## src/rtl/btn_cmd_decoder.sv

```systemverilog
// btn_cmd_decoder
// Turns one raw active-low pushbutton into debounced level plus single-cycle
// command pulses: short press, long press and auto-repeat while held.
//
//   state    | meaning
//   ---------+-------------------------------------------------------------
//   ST_IDLE  | button released, waiting for the debounced level to rise
//   ST_DOWN  | press accepted, hold_cnt timing the press against LONG_CYCLES
//   ST_HELD  | long press recognised, rep_cnt pacing the auto-repeat ticks
//
// Every output is a flop; the synchroniser and debounce stages sit between the
// pin and any decision, so there is no combinational input-to-output path.

module btn_cmd_decoder #(
    parameter int unsigned DEBOUNCE_CYCLES = 2000000,
    parameter int unsigned LONG_CYCLES     = 50000000,
    parameter int unsigned REPEAT_CYCLES   = 12500000
) (
    input  logic clk,
    input  logic rst_n,
    input  logic btn_n,
    input  logic repeat_en,
    output logic pressed,
    output logic short_press,
    output logic long_press,
    output logic repeat_pulse,
    output logic hold_active
);

    localparam int unsigned CNT_W = 26;

    // Terminal counts; each counter is compared against its last value and
    // cleared there, so none of them can ever wrap.
    localparam logic [CNT_W-1:0] DEB_LAST  = CNT_W'(DEBOUNCE_CYCLES - 1);
    localparam logic [CNT_W-1:0] LONG_LAST = CNT_W'(LONG_CYCLES - 1);
    localparam logic [CNT_W-1:0] REP_LAST  = CNT_W'(REPEAT_CYCLES - 1);
    localparam logic [CNT_W-1:0] CNT_ONE   = CNT_W'(1);

    typedef enum logic [1:0] {
        ST_IDLE = 2'd0,
        ST_DOWN = 2'd1,
        ST_HELD = 2'd2
    } state_t;

    // ------------------------------------------------------------------
    // Synchroniser: btn_n is asynchronous to clk. Both flops reset to the
    // released level so a key held through reset looks like a new press.
    // ------------------------------------------------------------------
    logic [1:0] sync_q;
    logic       btn_s;

    // Two-flop synchroniser on the raw pin.
    always_ff @(posedge clk or negedge rst_n) begin
        if (!rst_n) begin
            sync_q <= 2'b11;
        end else begin
            sync_q <= {sync_q[0], btn_n};
        end
    end

    assign btn_s = ~sync_q[1];

    // ------------------------------------------------------------------
    // Debounce: pressed follows btn_s only after DEBOUNCE_CYCLES
    // consecutive cycles of disagreement; any agreeing cycle restarts it.
    // ------------------------------------------------------------------
    logic [CNT_W-1:0] deb_cnt;
    logic [CNT_W-1:0] deb_cnt_nxt;
    logic             pressed_nxt;

    // Next debounce count and debounced level.
    always_comb begin
        deb_cnt_nxt = '0;
        pressed_nxt = pressed;
        if (btn_s != pressed) begin
            if (deb_cnt == DEB_LAST) begin
                pressed_nxt = btn_s;
            end else begin
                deb_cnt_nxt = deb_cnt + CNT_ONE;
            end
        end
    end

    // Debounce registers.
    always_ff @(posedge clk or negedge rst_n) begin
        if (!rst_n) begin
            deb_cnt <= '0;
            pressed <= 1'b0;
        end else begin
            deb_cnt <= deb_cnt_nxt;
            pressed <= pressed_nxt;
        end
    end

    // ------------------------------------------------------------------
    // Command FSM.
    // IDLE leaves on the same edge that pressed rises (it looks at
    // pressed_nxt), so DOWN starts with hold_cnt=0 in the first cycle that
    // pressed reads 1 and long_press lands exactly LONG_CYCLES later.
    // Releases are seen through the registered pressed, which puts
    // short_press and the fall of hold_active one cycle after pressed falls.
    // ------------------------------------------------------------------
    state_t           state;
    state_t           state_nxt;
    logic [CNT_W-1:0] hold_cnt;
    logic [CNT_W-1:0] hold_cnt_nxt;
    logic [CNT_W-1:0] rep_cnt;
    logic [CNT_W-1:0] rep_cnt_nxt;
    logic             short_nxt;
    logic             long_nxt;
    logic             repeat_nxt;
    logic             hold_nxt;

    // Next state, counters and command pulses.
    always_comb begin
        state_nxt    = state;
        hold_cnt_nxt = hold_cnt;
        rep_cnt_nxt  = rep_cnt;
        short_nxt    = 1'b0;
        long_nxt     = 1'b0;
        repeat_nxt   = 1'b0;

        unique case (state)
            ST_IDLE: begin
                hold_cnt_nxt = '0;
                rep_cnt_nxt  = '0;
                if (pressed_nxt) begin
                    state_nxt = ST_DOWN;
                end
            end

            ST_DOWN: begin
                // Reaching the long threshold beats a release in the same
                // cycle: the press still counts as long, but with the key
                // already up there is nothing to hold, so back to IDLE.
                if (hold_cnt == LONG_LAST) begin
                    long_nxt     = 1'b1;
                    hold_cnt_nxt = '0;
                    rep_cnt_nxt  = '0;
                    state_nxt    = pressed ? ST_HELD : ST_IDLE;
                end else if (!pressed) begin
                    short_nxt    = 1'b1;
                    hold_cnt_nxt = '0;
                    state_nxt    = ST_IDLE;
                end else begin
                    hold_cnt_nxt = hold_cnt + CNT_ONE;
                end
            end

            ST_HELD: begin
                // Once the key is up no further repeat tick is issued, even
                // if the repeat period happens to expire in the same cycle.
                if (!pressed) begin
                    rep_cnt_nxt = '0;
                    state_nxt   = ST_IDLE;
                end else if (rep_cnt == REP_LAST) begin
                    rep_cnt_nxt = '0;
                    repeat_nxt  = repeat_en;
                end else begin
                    rep_cnt_nxt = rep_cnt + CNT_ONE;
                end
            end

            default: begin
                hold_cnt_nxt = '0;
                rep_cnt_nxt  = '0;
                state_nxt    = ST_IDLE;
            end
        endcase

        hold_nxt = (state_nxt == ST_HELD);
    end

    // FSM state and counter registers.
    always_ff @(posedge clk or negedge rst_n) begin
        if (!rst_n) begin
            state    <= ST_IDLE;
            hold_cnt <= '0;
            rep_cnt  <= '0;
        end else begin
            state    <= state_nxt;
            hold_cnt <= hold_cnt_nxt;
            rep_cnt  <= rep_cnt_nxt;
        end
    end

    // Registered command outputs; each is decided by a distinct FSM branch,
    // so at most one pulse is high in any cycle.
    always_ff @(posedge clk or negedge rst_n) begin
        if (!rst_n) begin
            short_press  <= 1'b0;
            long_press   <= 1'b0;
            repeat_pulse <= 1'b0;
            hold_active  <= 1'b0;
        end else begin
            short_press  <= short_nxt;
            long_press   <= long_nxt;
            repeat_pulse <= repeat_nxt;
            hold_active  <= hold_nxt;
        end
    end

endmodule

```

## config.mk

```make
export PLATFORM = sky130hd
export DESIGN_NAME = btn_cmd_decoder
export DESIGN_NICKNAME = d
export VERILOG_FILES = /design/src/rtl/btn_cmd_decoder.sv
export SDC_FILE = /design/constraint.sdc
export NUM_CORES = 1
export LEC_CHECK = 0
export CAP_MARGIN = 30
export CORE_MARGIN = 5
export CORE_UTILIZATION = 50
export DETAILED_ROUTE_END_ITERATION = 8
export HOLD_SLACK_MARGIN = 0.03
export PLACE_DENSITY_LB_ADDON = 0.12
export SYNTH_ARGS = -nofsm -noshare
export SYNTH_HDL_FRONTEND = slang
export SYNTH_SLANG_ARGS = --single-unit
```

## constraint.sdc

```tcl
create_clock -name clk -period 2.5 [get_ports clk]
set_input_delay 0.375 -clock clk [delete_from_list [all_inputs] [get_ports clk]]
set_output_delay 0.375 -clock clk [all_outputs]
set_load 0.01 [all_outputs]
```

==> metrics, run 1 <==
crit path capture type flop; Area after DPL about 4800 um2; layout cells sized above 1 0.0990; Synth async-reset ratio 1.00; count of cell types in the netlist 52; DP Wirelength approximately 6700 um; WHS Path Cells 0; Area growth syn-to-layout 10.3%; delay of the slowest critical-path stage ~560 ps; fin crit period 2350 ps; CTS tree yes; GRT overflow 0; Total Wirelength approximately 9500 um; FP Rows 34; slew margin rel. 0.457; cell taking the most area after synthesis dfrtp_1; Die Area around 11000 um2; initial drt markers ~150; post-synth top area share 0.471; top post-synthesis cells by area dfrtp_1 47%, nor2_1 5.5%, xnor2_1 5.2%; Post-synth top cells 85 x dfrtp_1, 66 x nor2_1, 46 x nand2_1, 39 x nand3_1, 27 x xnor2_1; r2r setup slk about 150 ps; Sw Ratio 0.230; power share of the sequential group 0.593; Tot Pwr 2390 uW; TritonCTS buffer count 9; Cell Pwr Density 479 nW/um2; Hold Path Class reg2reg; largest net degree at the start of global routing 46; required time worst endpoint approximately 2800 ps; max-cap violations 0; DRC violation count after routing 0; Int Power roughly 1800 uW; TNS Setup 0 ps; CP Depth 6; via/cell ratio 5.80; gpl congestion roughly 0.84; first-pass GRT wire length between 15000 and 20000 um; Max Freq 426 MHz; final hold vios 0; Crit-path slowest cell or4b_1; Worst-path clk slew approximately 90 ps; Clock Tree Buf Depth 2; Worst Reg-to-Reg Cells 6; post-synthesis register bit count 87; worst skew pair latency 360 ps; Largest delay share family, worst path simple AND/OR/NAND/NOR gates; Worst Hold Path EP sync_q[1]; CTS HTree Levels 3; CTS sink count 87; Yosys Warn Count 0; cell breakdown of the critical path or4b_1 -> nor4_1 -> a21oi_1 -> buf_4 -> a21o_1 -> a22o_1; DR WL/cell 15.2 um; Worst setup SP type flop; Port Buffers 8; Chip Height around 110 um; Critical R2R Capture rep_cnt[11]; RSZ-0062 raised after global routing yes; # diodes 0; CP Max Fanout 7; outcome complete, no violations; initial antenna violation count 0; vias in the first global route around 3500; syn nets around 490; Hold Startpoint sync_q[0]; total track usage 0.181; Final Net Count slightly above 500; Core Footprint approximately 8800 um2; pins over their slew limit 0; Worst VDD drop 0.242 mV; setup bufs post-CTS 0; R2R Path Start hold_cnt[8]; EDFF count, synth 0; crit path DAT between 2000 and 3000 ps; Final Cycle Share 0.940; starting density of the core 0.516; leakage power ~0.0020 uW; post-synthesis sequential area ratio 0.482; Mapped Area about 4500 um2; Antenna Nets Post-Route 0; Chip Width 105 um; Root Buffer clkbuf_8; power share of the clock group 0.385; post-layout instance area roughly 5000 um2; Top FF cell, synth dfrtp_1; Switch Pwr 550 uW; vias between 3000 and 4000; WP buf/inv 1; part of the power in combinational logic 0.022; number of gates resized after CTS 0; 1st-pass router iterations 5; Final setup violation count 0; I/O pins 9; count leader, synth dfrtp_1; clock skew after layout about 14 ps; Slew @ Worst Pin 810 ps; WS Path Type reg2reg; syn avg cell area roughly 9.3 um2; Syn Inst Count between 400 and 500
==> per-stage QoR <==
step                      utilization  cells  hold WS [ps]  setup WS (ps)
after global placement          0.547    606           349            186
after CTS                       0.569    623           367            157
after detailed placement        0.547    606           350            183
after floorplan                     -    486          79.4            284
final                           0.569    623           363            151
after global routing            0.569    623           371          -2.07
==> area by class of cell <==
type / instances / area, um2
sequential: 87 / 2180
inverter: 8 / 30.0
fill: 781 / 3780
clock buffer: 11 / 151
timing repair buffer: 31 / 253
tap: 108 / 135
clock inverter: 5 / 32.5
multi-input combinational: 373 / 2200
==> routing by layer <==
| layer | vias to the layer above | part of all wire | track usage |
|---|---|---|---|
| met5 | - | 0 | 0 |
| met4 | 0 | 0.016 | 0.0685 |
| met3 | 11 | 0.041 | 0.0284 |
| met2 | 77 | 0.45 | 0.278 |
| met1 | 1737 | 0.49 | 0.258 |
| li1 | 1787 | - | - |
==> kinds of logic (layout without fill, tap and decap cells) <==
family | Yosys count | count (layout) | synth area share
compound gates | 67 | 67 | 0.0914
xor+xnor | 43 | 43 | 0.0833
fa+ha+maj | 3 | 3 | 0.00831
buf+inv | 26 | 55 | 0.0310
flops | 87 | 87 | 0.482
mux | 3 | 3 | 0.00692
simple gates | 257 | 257 | 0.297
==> power groups by stage <==
stage	sequential [uW]	combinational, uW	clock (uW)
6_report	1420	52.0	919
5_1_grt	1420	62.6	1010
4_1_cts	1420	55.6	949
3_5_place_dp	1450	54.5	0
3_3_place_gp	1450	54.0	0
2_1_floorplan	1440	20.5	0
==> what timing repair did <==
item | CTS | global route
hold buffers | 1 | 0
endpoints found under the hold margin | 12 | 0
setup endpoints to repair | 0 | 1
==> how the worst max path moves through the flow <==
stage / from / end / slack (ps)
after floorplan: deb_cnt[11] / deb_cnt[10] / 280
after global placement: hold_cnt[8] / rep_cnt[11] / 190
after detailed placement: hold_cnt[8] / rep_cnt[11] / 180
after CTS: hold_cnt[8] / rep_cnt[11] / 160
after global routing: hold_cnt[8] / rep_cnt[11] / -2
final: hold_cnt[8] / rep_cnt[11] / 150
==> flip-flops by register name (all words and copies together) (netlist names) <==
| register | flops |
|---|---|
| rep_cnt | 26 |
| hold_cnt | 26 |
| long_press | 1 |
| repeat_pulse | 1 |
| deb_cnt | 26 |
| sync_q | 2 |
| short_press | 1 |
| state | 2 |
| pressed | 1 |
| hold_active | 1 |
==> cell usage in the layout, fill, tap and decap left out, types with 2 or more instances in the layout <==
master	instances
dfrtp_1	85
nor2_1	66
nand2_1	46
nand3_1	39
xnor2_1	27
buf_4	23
nor3_1	18
a21oi_1	18
a31oi_1	18
nand4_1	16
xor2_1	16
o21ai_0	13
and3_1	12
nor4_1	11
clkbuf_8	11
nand2b_1	10
inv_1	8
clkdlybuf4s50_1	7
and4_1	5
nor2b_1	4
or3_1	4
and2_1	4
a41oi_1	4
a22o_1	4
a21o_1	3
nor4b_1	3
ha_1	3
clkinvlp_4	3
or4b_1	2
mux2i_1	2
nor4bb_1	2
or3b_2	2
or4_1	2
nand4b_1	2
clkinv_2	2
dfstp_2	2
(Power assumes the default switching activity.)
==> run 2, diff against run 1 <==
--- a/config.mk
+++ b/config.mk
@@ -11,6 +11,7 @@
 export DETAILED_ROUTE_END_ITERATION = 8
 export HOLD_SLACK_MARGIN = 0.03
 export PLACE_DENSITY_LB_ADDON = 0.12
+export REMOVE_ABC_BUFFERS = 1
 export SYNTH_ARGS = -nofsm -noshare
 export SYNTH_HDL_FRONTEND = slang
 export SYNTH_SLANG_ARGS = --single-unit
==> run 2 against run 1 <==
Compared with the run above:
- sequential power hardly changed
- routed wire length up 2.5%
- fmax about the same
- non-clock buffer count down 4
- first-iteration DRC count increased by 23%
- combinational power is 4.4% lower
- sequential cell count unchanged
- clock power up 8.1%
==> metrics, run 2 (synthesized netlist as in run 1, its figures left out) <==
WS Path Type reg2reg; multi-input logic area 2210 um2 (+0.17%); CP startpoint deb_cnt[11]; GRT overflow 0 (unchanged); Max Freq 426 MHz (about the same); CTS sink count 87 (unchanged); CP Max Fanout 16 (+9); gpl congestion 0.807 (-4.4%); DR WL/cell 15.7 um (+3.1%); Hold Path Class in2async; Area after DPL 4770 um2 (-0.47%); Die Area 11000 um2 (unchanged); Final setup violation count 0 (unchanged); vias 3652 (+1.1%); cell breakdown of the critical path or4b_1 -> or4_4 -> nor4b_4 -> nand2b_1 -> buf_4 -> nor2_1; Final Cycle Share 0.940 (about the same); most frequent cells in the layout 85 x dfrtp_1, 66 x nor2_1, 46 x nand2_1; post-layout instance area 4970 um2 (-0.33%); wire length on met1 4720 um (+1.4%); setup bufs post-CTS 0 (unchanged); met2 routed WL 4540 um (+6.5%); worst skew pair latency 340 ps (-20 ps); CTS tree yes; starting density of the core 0.516 (unchanged); CP Depth 6 (unchanged); final hold slack 92.7 ps (-270 ps); initial drt markers 182 (+23%); crit path capture type flop; Clock Tree Buf Depth 2 (unchanged); Reg area 2180 um2 (unchanged); TritonCTS buffer count 9 (unchanged); Core Footprint 8760 um2 (unchanged); # fillers 797 (+2.0%); vias in the first global route 3658 (+4.9%); Largest delay share family, worst path simple AND/OR/NAND/NOR gates; Tot Pwr 2460 uW (+3.0%); outcome complete, no violations; # diodes 0 (unchanged); leakage power 0.00198 uW (-0.47%); WL met3 332 um (-15%); R2R Path Start deb_cnt[11]; layout cells sized above 1 0.0939 (-0.00510); Worst VDD drop 0.309 mV (+28%); Root Buffer clkbuf_8; post-layout util 0.567 (-0.00186); Antenna Nets Post-Route 0 (unchanged); initial antenna violation count 0 (unchanged); Final Net Count 513 (-0.77%); slew margin rel. 0.494 (+0.0369); 1st-pass router iterations 5 (unchanged); top flop regs deb_cnt x26, hold_cnt x26, rep_cnt x26; Worst-path clk slew 90 ps (about the same); commonest non-fill, non-tap cell in the layout dfrtp_1; crit path DAT 2580 ps (-20 ps); total track usage 0.185 (+0.00390); required time worst endpoint 2730 ps (-20 ps); Port Buffers 8 (unchanged); first-pass GRT wire length 17300 um (+4.6%); TNS Setup 0 ps (unchanged); FP Rows 34 (unchanged); CTS Hold Bufs 0 (-1); final hold vios 0 (unchanged); Top Layer Used met4; Crit-path slowest cell or4b_1; Critical R2R Capture deb_cnt[24]; Total Wirelength 9700 um (+2.5%); delay of the slowest critical-path stage 550 ps (about the same); Chip Height 105 um (unchanged); Worst Reg-to-Reg Cells 6 (unchanged); I/O pins 9 (unchanged); Cell Pwr Density 495 nW/um2 (+3.3%); max-cap violations 0 (unchanged); largest net degree at the start of global routing 62 (+35%); via/cell ratio 5.90 (+1.8%); RSZ-0062 raised after global routing no; pins over their slew limit 0 (unchanged); Chip Width 105 um (unchanged); fin crit period 2350 ps (+0.361 ps); Worst setup SP type flop; crit path capture deb_cnt[24]; clock skew after layout 12.4 ps (-1.59 ps); DRC violation count after routing 0 (unchanged); CTS HTree Levels 3 (unchanged); r2r setup slk 150 ps (about the same); DP Wirelength 6630 um (-0.94%); Slew @ Worst Pin 759 ps (-50.5 ps); WP buf/inv 1 (unchanged); Area growth syn-to-layout 9.94%
run 2: cell count changes in the layout (fill, tap and decap cells not counted), moves of 2 or more:
cell,change
buf_4,-3
clkbuf_8,-2
clkinvlp_4,-2
inv_6,+2
run 2: layout make-up:
class,instances,share of cell area
Clock buffer,10,0.0257
Clock inverter,6,0.0139
Inverter,8,0.00604
Multi-Input combinational cell,373,0.444
Sequential cell,87,0.439
Tap cell,108,0.0272
Timing Repair Buffer,27,0.0443
run 2: report_power, final:
group / internal (uW) / switching [uW]
sequential: 1410 / 5.02
clock: 470 / 522
combinational: 12.2 / 37.5
total: 1900 / 565
run 2: how the worst min path moves through the flow:
stage	cells past startpoint	to	slack, ps	startpoint
2_1_floorplan	0	deb_cnt[0]	80	rst_n
3_3_place_gp	0	sync_q[1]	350	sync_q[0]
3_5_place_dp	0	sync_q[1]	350	sync_q[0]
4_1_cts	1	hold_cnt[12]	120	rst_n
5_1_grt	1	deb_cnt[4]	150	rst_n
6_report	1	deb_cnt[2]	90	rst_n
run 2: timing repair:
| item | 4_1_cts | 5_1_grt |
|---|---|---|
| gates resized for setup | 0 | 1 |
| endpoints found under the hold margin | 0 | 0 |
| endpoints found under the setup margin | 0 | 2 |
run 2: through the flow:
| step | setup slack (ps) | instances |
|---|---|---|
| after global routing | 37.7 | 619 |
| after floorplan | -832 | 468 |
| final | 151 | 619 |
| after global placement | 214 | 603 |
| after CTS | 122 | 619 |
| after detailed placement | 149 | 603 |
run 2: metal layers:
layer / up-vias / GRT usage
met2: 74 / 0.290
met3: 8 / 0.0259
met1: 1790 / 0.263
met5: - / 0
met4: 0 / 0.0621
li1: 1780 / -
==> run 3, diff against run 2 <==
--- a/config.mk
+++ b/config.mk
@@ -9,6 +9,7 @@
 export CORE_MARGIN = 5
 export CORE_UTILIZATION = 50
 export DETAILED_ROUTE_END_ITERATION = 8
+export GPL_ROUTABILITY_DRIVEN = 0
 export HOLD_SLACK_MARGIN = 0.03
 export PLACE_DENSITY_LB_ADDON = 0.12
 export REMOVE_ABC_BUFFERS = 1
==> results of run 3 <==
No change in the layout: final DEF, timing and power equal those of run 2.
